<file path="config.mk">
export PLATFORM = sky130hd
export DESIGN_NAME = spart_driver
export DESIGN_NICKNAME = d
export VERILOG_FILES = /design/src/rtl/spart_driver_pkg.sv /design/src/rtl/spart_driver_echo_fifo.sv /design/src/rtl/spart_driver.sv
export SDC_FILE = /design/constraint.sdc
export NUM_CORES = 1
export LEC_CHECK = 0
export BUFFER_PORTS_ARGS = -buffer_cell sky130_fd_sc_hd__buf_2
export CORE_MARGIN = 5
export CORE_UTILIZATION = 27
export CTS_CLUSTER_SIZE = 14
export DETAILED_ROUTE_END_ITERATION = 12
export GPL_ROUTABILITY_DRIVEN = 0
export REMOVE_ABC_BUFFERS = 1
export SLEW_MARGIN = 10
export SYNTH_ARGS = -nofsm -noshare
export SYNTH_HDL_FRONTEND = slang
export SYNTH_SLANG_ARGS = --single-unit
</file>
<file path="constraint.sdc">
create_clock -name clk -period 3.2 [get_ports clk]
set_clock_uncertainty 0.1 [all_clocks]
set_input_delay 0.32 -clock clk [delete_from_list [all_inputs] [get_ports clk]]
set_output_delay 0.32 -clock clk [all_outputs]
set_load 0.02 [all_outputs]
</file>
<file path="src/rtl/spart_driver_pkg.sv">
`default_nettype none
// +--------------------------------------------------------------------+
// | spart_driver_pkg : shared states, bus addresses and baud divisors  |
// | Revision 1.0                                                       |
// +--------------------------------------------------------------------+
package spart_driver_pkg;

  typedef enum logic [2:0] {
    ST_CFG_LO = 3'd0,
    ST_CFG_HI = 3'd1,
    ST_POLL   = 3'd2,
    ST_RX     = 3'd3,
    ST_TX     = 3'd4
  } state_e;

  localparam logic [1:0] ADDR_BUF  = 2'b00;
  localparam logic [1:0] ADDR_STAT = 2'b01;
  localparam logic [1:0] ADDR_DBL  = 2'b10;
  localparam logic [1:0] ADDR_DBH  = 2'b11;

  localparam logic [15:0] C_DIV_4800  = 16'h0516;
  localparam logic [15:0] C_DIV_9600  = 16'h028B;
  localparam logic [15:0] C_DIV_19200 = 16'h0145;
  localparam logic [15:0] C_DIV_38400 = 16'h00A2;

  function automatic logic [15:0] divisor_for(input logic [1:0] sel);
    logic [15:0] div;
    case (sel)
      2'b00:   div = C_DIV_4800;
      2'b01:   div = C_DIV_9600;
      2'b10:   div = C_DIV_19200;
      default: div = C_DIV_38400;
    endcase
    return div;
  endfunction

endpackage
`default_nettype wire

</file>
<file path="src/rtl/spart_driver_echo_fifo.sv">
`default_nettype none
// +--------------------------------------------------------------------+
// | echo_fifo : byte FIFO holding received bytes until echoed back     |
// | Revision 1.0                                                       |
// +--------------------------------------------------------------------+
module echo_fifo #(
  parameter int DEPTH = 4
) (
  input  logic                     clk,
  input  logic                     rst,
  input  logic                     push,
  input  logic                     pop,
  input  logic [7:0]               din,
  output logic [7:0]               dout,
  output logic                     full,
  output logic                     empty,
  output logic [$clog2(DEPTH):0]   count
);
  import spart_driver_pkg::*;

  localparam int AW = $clog2(DEPTH);
  localparam logic [AW:0]   C_FULL = (AW+1)'(DEPTH);
  localparam logic [AW-1:0] C_ONE  = AW'(1);

  logic [7:0]    r_mem [DEPTH];
  logic [AW-1:0] r_wr_ptr;
  logic [AW-1:0] r_rd_ptr;
  logic [AW:0]   r_count;
  logic          w_push;
  logic          w_pop;

  assign full   = (r_count == C_FULL);
  assign empty  = (r_count == '0);
  assign count  = r_count;
  assign dout   = r_mem[r_rd_ptr];
  assign w_push = push & ~full;
  assign w_pop  = pop & ~empty;

  always_ff @(posedge clk) begin
    if (w_push) r_mem[r_wr_ptr] <= din;
  end

  // Power-of-two depth lets the pointers wrap naturally.
  always_ff @(posedge clk) begin
    if (rst) begin
      r_wr_ptr <= '0;
      r_rd_ptr <= '0;
      r_count  <= '0;
    end else begin
      if (w_push) r_wr_ptr <= r_wr_ptr + C_ONE;
      if (w_pop)  r_rd_ptr <= r_rd_ptr + C_ONE;
      case ({w_push, w_pop})
        2'b10:   r_count <= r_count + 1'b1;
        2'b01:   r_count <= r_count - 1'b1;
        default: r_count <= r_count;
      endcase
    end
  end

endmodule
`default_nettype wire

</file>
<file path="src/rtl/spart_driver.sv">
`default_nettype none
// +--------------------------------------------------------------------+
// | spart_driver : programs SPART baud divisor, then echoes RX to TX   |
// | Revision 1.0                                                       |
// +--------------------------------------------------------------------+
module spart_driver #(
  parameter int DEPTH = 4
) (
  input  logic                   clk,
  input  logic                   rst,
  input  logic [1:0]             br_cfg,
  output logic                   iocs,
  output logic                   iorw,
  output logic [1:0]             ioaddr,
  output logic [7:0]             databus_out,
  input  logic [7:0]             databus_in,
  output logic [$clog2(DEPTH):0] fifo_count
);
  import spart_driver_pkg::*;

  state_e      r_state;
  state_e      w_next;
  logic [1:0]  r_br_cfg;
  logic        r_last_rx;
  logic        r_cfg_dirty;
  logic [15:0] w_div;
  logic        w_full;
  logic        w_empty;
  logic [7:0]  w_head;
  logic        w_rx_ok;
  logic        w_tx_ok;
  logic        w_cfg_chg;

  assign w_div     = divisor_for(r_br_cfg);
  assign w_rx_ok   = databus_in[1] & ~w_full;
  assign w_tx_ok   = databus_in[0] & ~w_empty;
  assign w_cfg_chg = (br_cfg != r_br_cfg);

  echo_fifo #(.DEPTH(DEPTH)) u_fifo (
    .clk   (clk),
    .rst   (rst),
    .push  (r_state == ST_RX),
    .pop   (r_state == ST_TX),
    .din   (databus_in),
    .dout  (w_head),
    .full  (w_full),
    .empty (w_empty),
    .count (fifo_count)
  );

  // Bus outputs follow the state, but reset forces the idle pattern.
  always_comb begin
    iocs        = 1'b0;
    iorw        = 1'b1;
    ioaddr      = ADDR_STAT;
    databus_out = 8'h00;
    if (!rst) begin
      iocs = 1'b1;
      case (r_state)
        ST_CFG_LO: begin iorw = 1'b0; ioaddr = ADDR_DBL; databus_out = w_div[7:0];  end
        ST_CFG_HI: begin iorw = 1'b0; ioaddr = ADDR_DBH; databus_out = w_div[15:8]; end
        ST_RX:     begin ioaddr = ADDR_BUF; end
        ST_TX:     begin iorw = 1'b0; ioaddr = ADDR_BUF; databus_out = w_head; end
        default:   begin ioaddr = ADDR_STAT; end
      endcase
    end
  end

  always_comb begin
    w_next = r_state;
    case (r_state)
      ST_CFG_LO: w_next = ST_CFG_HI;
      ST_CFG_HI: w_next = (r_cfg_dirty || w_cfg_chg) ? ST_CFG_LO : ST_POLL;
      ST_POLL: begin
        if (w_cfg_chg)              w_next = ST_CFG_LO;
        else if (w_rx_ok && w_tx_ok) w_next = r_last_rx ? ST_TX : ST_RX;
        else if (w_rx_ok)           w_next = ST_RX;
        else if (w_tx_ok)           w_next = ST_TX;
        else                        w_next = ST_POLL;
      end
      ST_RX, ST_TX: w_next = w_cfg_chg ? ST_CFG_LO : ST_POLL;
      default:      w_next = ST_CFG_LO;
    endcase
  end

  // br_cfg is captured on every edge that enters CFG_LO so both divisor bytes agree.
  always_ff @(posedge clk) begin
    if (rst) begin
      r_state     <= ST_CFG_LO;
      r_br_cfg    <= br_cfg;
      r_last_rx   <= 1'b0;
      r_cfg_dirty <= 1'b0;
    end else begin
      r_state <= w_next;
      if (w_next == ST_CFG_LO && r_state != ST_CFG_LO) r_br_cfg <= br_cfg;
      if (r_state == ST_CFG_LO && w_cfg_chg)            r_cfg_dirty <= 1'b1;
      else if (r_state == ST_CFG_HI)                    r_cfg_dirty <= 1'b0;
      if (w_next == ST_RX && r_state == ST_POLL)        r_last_rx <= 1'b1;
      else if (w_next == ST_TX && r_state == ST_POLL)   r_last_rx <= 1'b0;
    end
  end

endmodule
`default_nettype wire

</file>
# Word level (Yosys, flattened, before mapping)
# Memory sizes are Yosys's and may differ from the RTL's. A register that Yosys moved wholly into a read port is not among the register bits.
# Cells that the tools add are included.
[totals] regBits=14 mem_bits_rw=32 out_inout_bits=15 mem_count=1
[mem_list] memory="u_fifo.r_mem" depth=4 width=8 rd=1 rd_clocked_by_memory_dff=1 write_ports=1 line="spart_driver_echo_fifo.sv:25" rtl="logic [7:0] r_mem [DEPTH];"
[classes] addsub=4 n_eq_ne=12 mux=27 n_bitwise=6 reduce_logical=17
[op_table] operator="$pmux W11 S3" count=1
[op_table] operator="$pmux W8 S3" count=1
[op_table] operator="$mux W3" count=5
[op_table] operator="$mux W2" count=7
[op_table] operator="$pmux W3 S4" count=1
[op_table] operator="$eq A3 B2 Y1 const B" count=3
[op_table] operator="$eq A3 B3 Y1 const B" count=3
[op_table] operator="$logic_not A3 Y1" count=3
[op_table] operator="$mux W1" count=9
[op_table] operator="$mux W8" count=1
[op_table] operator="$reduce_bool A2 Y1" count=4
[op_table] operator="$pmux W2 S3" count=1
[op_table] operator="$pmux W3 S2" count=1
[op_table] operator="$logic_and A1 B1 Y1" count=5
[op_table] operator="$add A2 B1 Y2 const B" count=2
[op_table] operator="$and A1 B1 Y1" count=4
[op_table] operator="$eq A2 B1 Y1 const B" count=2
[op_table] operator="$eq A2 B2 Y1 const B" count=2
[op_table] operator="$add A3 B1 Y3 const B" count=1
[op_table] operator="$eq A3 B1 Y1 const B" count=1
[op_table] operator="$reduce_bool A3 Y1" count=1
[op_table] operator="$reduce_or A3 Y1" count=1
[op_table] operator="$sub A3 B1 Y3 const B" count=1
[op_table] operator="$logic_not A2 Y1" count=1
[op_table] operator="other kinds (4)" count=5

# Logic depth before layout (Yosys ltp)
[logic_depth] word_depth=12 ltp_mapped=10 mapped_depth_nobuf=9

# By module
# A second synthesis with hierarchy kept.
[unflattened] hier_cells=174 area_unflattened_um2=2283.4
[by_module_without_submodules] module="echo_fifo" instances=1 cells_each=96 area_per_inst_um2=1635.3 seq_area_each_um2=1141.1
[by_module_without_submodules] module="spart_driver" instances=1 cells_each=78 area_per_inst_um2=648.1 seq_area_each_um2=160.2

# Worst setup path after synthesis
# No wires, ideal clock.
[synth_path] kind="flip-flop to flip-flop" start="reg r_state[2]" end="reg u_fifo.r_count[2] (netlist: u_fifo.count[2])" arrival_ns=2.143 path_slack_ns=0.886 stages_incl_launch_ff=11 path_buffers=2 synth_period_minus_slack_ns=2.314 cell_sequence="dfxtp_1 clkbuf_1 clkbuf_1 nand3_1 inv_1 ha_1 inv_1 fa_1 xor2_1 or3_1 a21oi_1"
[synth_via] elab_chain_len=4
[synth_rtl] element="start, declared" line="spart_driver.sv:21" rtl="state_e r_state;"
[synth_rtl] element="start signal, assigned" line="spart_driver.sv:94" rtl="r_state <= w_next;"
[synth_rtl] element="$eq A3 B3 Y1 *" line="spart_driver.sv:43" rtl=".pop (r_state == ST_TX),"
[synth_rtl] element="$and A1 B1 Y1 *" line="spart_driver_echo_fifo.sv:37" rtl="assign w_pop = pop & ~empty;"
[synth_rtl] element="net u_fifo.w_pop" line="spart_driver_echo_fifo.sv:30" rtl="logic w_pop;"
[synth_rtl] element="$eq A2 B1 Y1 or $eq A2 B2 Y1 (tied branches)" line="spart_driver_echo_fifo.sv:52" rtl="case ({w_push, w_pop})"
[synth_rtl] element="$pmux W3 S2 or $reduce_bool A2 Y1 (tied branches)"
[synth_rtl] element="end signal, assigned" line="spart_driver_echo_fifo.sv:53" rtl="2'b10: r_count <= r_count + 1'b1;"
[synth_rtl] element="end signal, assigned" line="spart_driver_echo_fifo.sv:54" rtl="2'b01: r_count <= r_count - 1'b1;"
[synth_rtl] element="end signal, assigned" line="spart_driver_echo_fifo.sv:55" rtl="default: r_count <= r_count;"
[synth_rtl] element="end, declared" line="spart_driver_echo_fifo.sv:28" rtl="logic [AW:0] r_count;"
# The timed path passes the listed nets; every way through them passes the cells marked *.
# A chain may end at the register's enable or synchronous reset.

==> impl_metrics.tcl <==
set metrics [dict create \
    status "completed" \
    drtIter0Drc 60 \
    die_x_um 102 \
    rsz0062_at_grt "no" \
    worstPathCellList "mux4_2, a211oi_1, a211oi_1, buf_2" \
    die_height_um 102 \
    cp.required_ps 2780 \
    hold_buffers 0 \
    max_slew.worst_pin.slew_ps 540 \
    maxCapViolCount 0 \
    grt_start_max_net_pins 25 \
    ys_ff_latch 48 \
    cts_resized 0 \
    syn_area_sq_um 2270 \
    dp_hpwl_mm 3.04 \
    std_cell_rows 33 \
    cts-root-buf "clkbuf_8" \
    fillers 824 \
    final.setup.tns_ps 0 \
    period_needed_ps 2480 \
    vias_per_cell 4.51 \
    cts_max_path_buffers 2 \
    cp_num_buf_inv 1 \
    p_per_area_nw_per_um2 464 \
    final_common_cell "edfxtp_1" \
    drive_gt1_frac 0.224 \
    criticalPathCategory "flop to output port" \
    mostFrequentLayoutCells "edfxtp_1 (34), buf_2 (26), nor2_1 (20), dfxtp_1 (14)" \
    insertion_delay_ps 300 \
    wl_mm 4.26 \
    critical_path_peak_fanout 8 \
    grt_pass1_wl_mm 6.70 \
    wl_per_cell_um 13.9 \
    fmax_mhz 404 \
    synth_cells 175 \
    die-area_sq_um 10300 \
    grt_pass1_vias 1373 \
    clkTransAtPathRegs_ps 80 \
    nets 225 \
    regArea_sq_um 1300 \
    gr-total-overflow 0 \
    setup_viol 0 \
    n_antenna_cell 0 \
    yosysWarningCount 0 \
    initial_core_util 0.276 \
    cts.sinks 48 \
    slowest_stage "dfxtp_1" \
    core_sq_um 8220 \
    slew_viol_final 0 \
    ant_nets 0 \
    max_stage_delay_ps 670 \
    h-tree-depth 2 \
    area_delta_synth_final_pct 14.9 \
    route.detailed.drc 0 \
    crit_path_start_kind "flop" \
    post-route-period-util 0.774 \
    hold_viol_final 0 \
    peakVddDrop_mv 0.149 \
    critPathCaptureType "output port" \
    antenna_found_initial 0 \
    arrival_ps 2060 \
    dr_total_vias 1380 \
    holdWs_ps 130 \
    grt_usage 0.0859 \
    power.leakage_nw 0.911 \
    first_pass_iters 4 \
    multi_input_area_sq_um 886 \
    crit_top_cell "a211oi_1" \
    ioPinCount 27 \
    io_buffer_count 26 \
    max-slew-margin-rel 0.636 \
    cts_tree "built" \
    cts_buffers 5 \
    synth_area_per_cell_sq_um 13.0 \
    min_path_type "primary input to flop" \
    ys_types 37 \
    seq_area_frac_synth 0.573 \
    cp_top_family "flip-flops" \
    post-cts-setup-buffers 0 \
]
==> stage by stage <==
step                setup WS [ps]  cells  power [mW]   util  instance area [sq um]
global placement              851    298       0.799  0.304                   2500
global route                  563    306        1.26  0.317                   2610
detailed placement            770    298       0.800  0.304                   2500
floorplan                     887    166       0.759      -                   2230
CTS                           663    306        1.23  0.317                   2610
finish                        724    306        1.21  0.317                   2610
==> cells by family (layout without fill, tap and decap cells) <==
group | Yosys count | in the layout | share of synthesized area
compound gates | 28 | 28 | 0.0948
xor+xnor | 7 | 7 | 0.0270
fa+ha+maj | 13 | 13 | 0.0750
buf+inv | 21 | 47 | 0.0364
flops | 48 | 48 | 0.573
mux | 11 | 11 | 0.0926
simple gates | 47 | 47 | 0.101
==> layer usage <==
layer,part of all wire,global-route usage
met4,0.017,0.0348
met3,0.058,0.0310
met1,0.44,0.101
met2,0.49,0.143
met5,0,0
==> synthesized netlist by cell type, drive strengths merged <==
master / n / area share
buf: 4 / 0.0083
nand2b: 3 / 0.0083
nor4: 1 / 0.0028
or4: 1 / 0.0033
nor2: 20 / 0.033
xor2: 4 / 0.015
edfxtp: 34 / 0.45
mux2i: 3 / 0.013
ha: 12 / 0.066
o311ai: 1 / 0.0039
nor3: 2 / 0.0044
or3: 2 / 0.0077
a211o: 1 / 0.0039
xnor2: 3 / 0.012
dfxtp: 14 / 0.12
a2111oi: 1 / 0.012
mux4: 8 / 0.079
clkbuf: 5 / 0.0083
o211ai: 2 / 0.0066
a21o: 1 / 0.0033
o21bai: 1 / 0.0033
o2111a: 1 / 0.0050
inv: 12 / 0.020
nand3: 1 / 0.0022
fa: 1 / 0.0088
nand2: 7 / 0.012
a31oi: 1 / 0.0028
nand4: 1 / 0.0028
a21oi: 7 / 0.015
a211oi: 7 / 0.025
o21ai: 4 / 0.0088
and2: 6 / 0.017
nor2b: 3 / 0.0083
a32o: 1 / 0.0044
==> area by class of cell <==
type | instances | share of cell area
Clock inverter | 2 | 0.0134
Tap cell | 105 | 0.0504
Sequential cell | 48 | 0.499
Clock buffer | 6 | 0.0278
Multi-Input combinational cell | 106 | 0.340
Inverter | 12 | 0.0173
Timing Repair Buffer | 27 | 0.0528
==> sequential cells by signal (all words and copies together) (netlist names), named ones only <==
signal           count
u_fifo.r_wr_ptr      2
r_state              3
r_br_cfg             2
u_fifo.count         3
u_fifo.r_mem        32
r_cfg_dirty          1
u_fifo.r_rd_ptr      2
r_last_rx            1
==> final timing paths <==
path                            slack, ps                  to  depth (start not counted)          startpoint
worst min-delay path                  130         r_br_cfg[1]                          1           br_cfg[1]
worst max-delay path                  720      databus_out[1]                          4                flop
worst max register to register        760     u_fifo.count[2]                          9          r_state[0]
worst min register to register        430  u_fifo.r_rd_ptr[1]                          2  u_fifo.r_rd_ptr[1]
==> power breakdown <==
| part | switching [mW] | internal (mW) |
|---|---|---|
| clock network | 0.194 | 0.232 |
| logic | 0.0656 | 0.0368 |
| registers | 0.0115 | 0.671 |
Note: power is estimated with default switching activity, not from simulation.
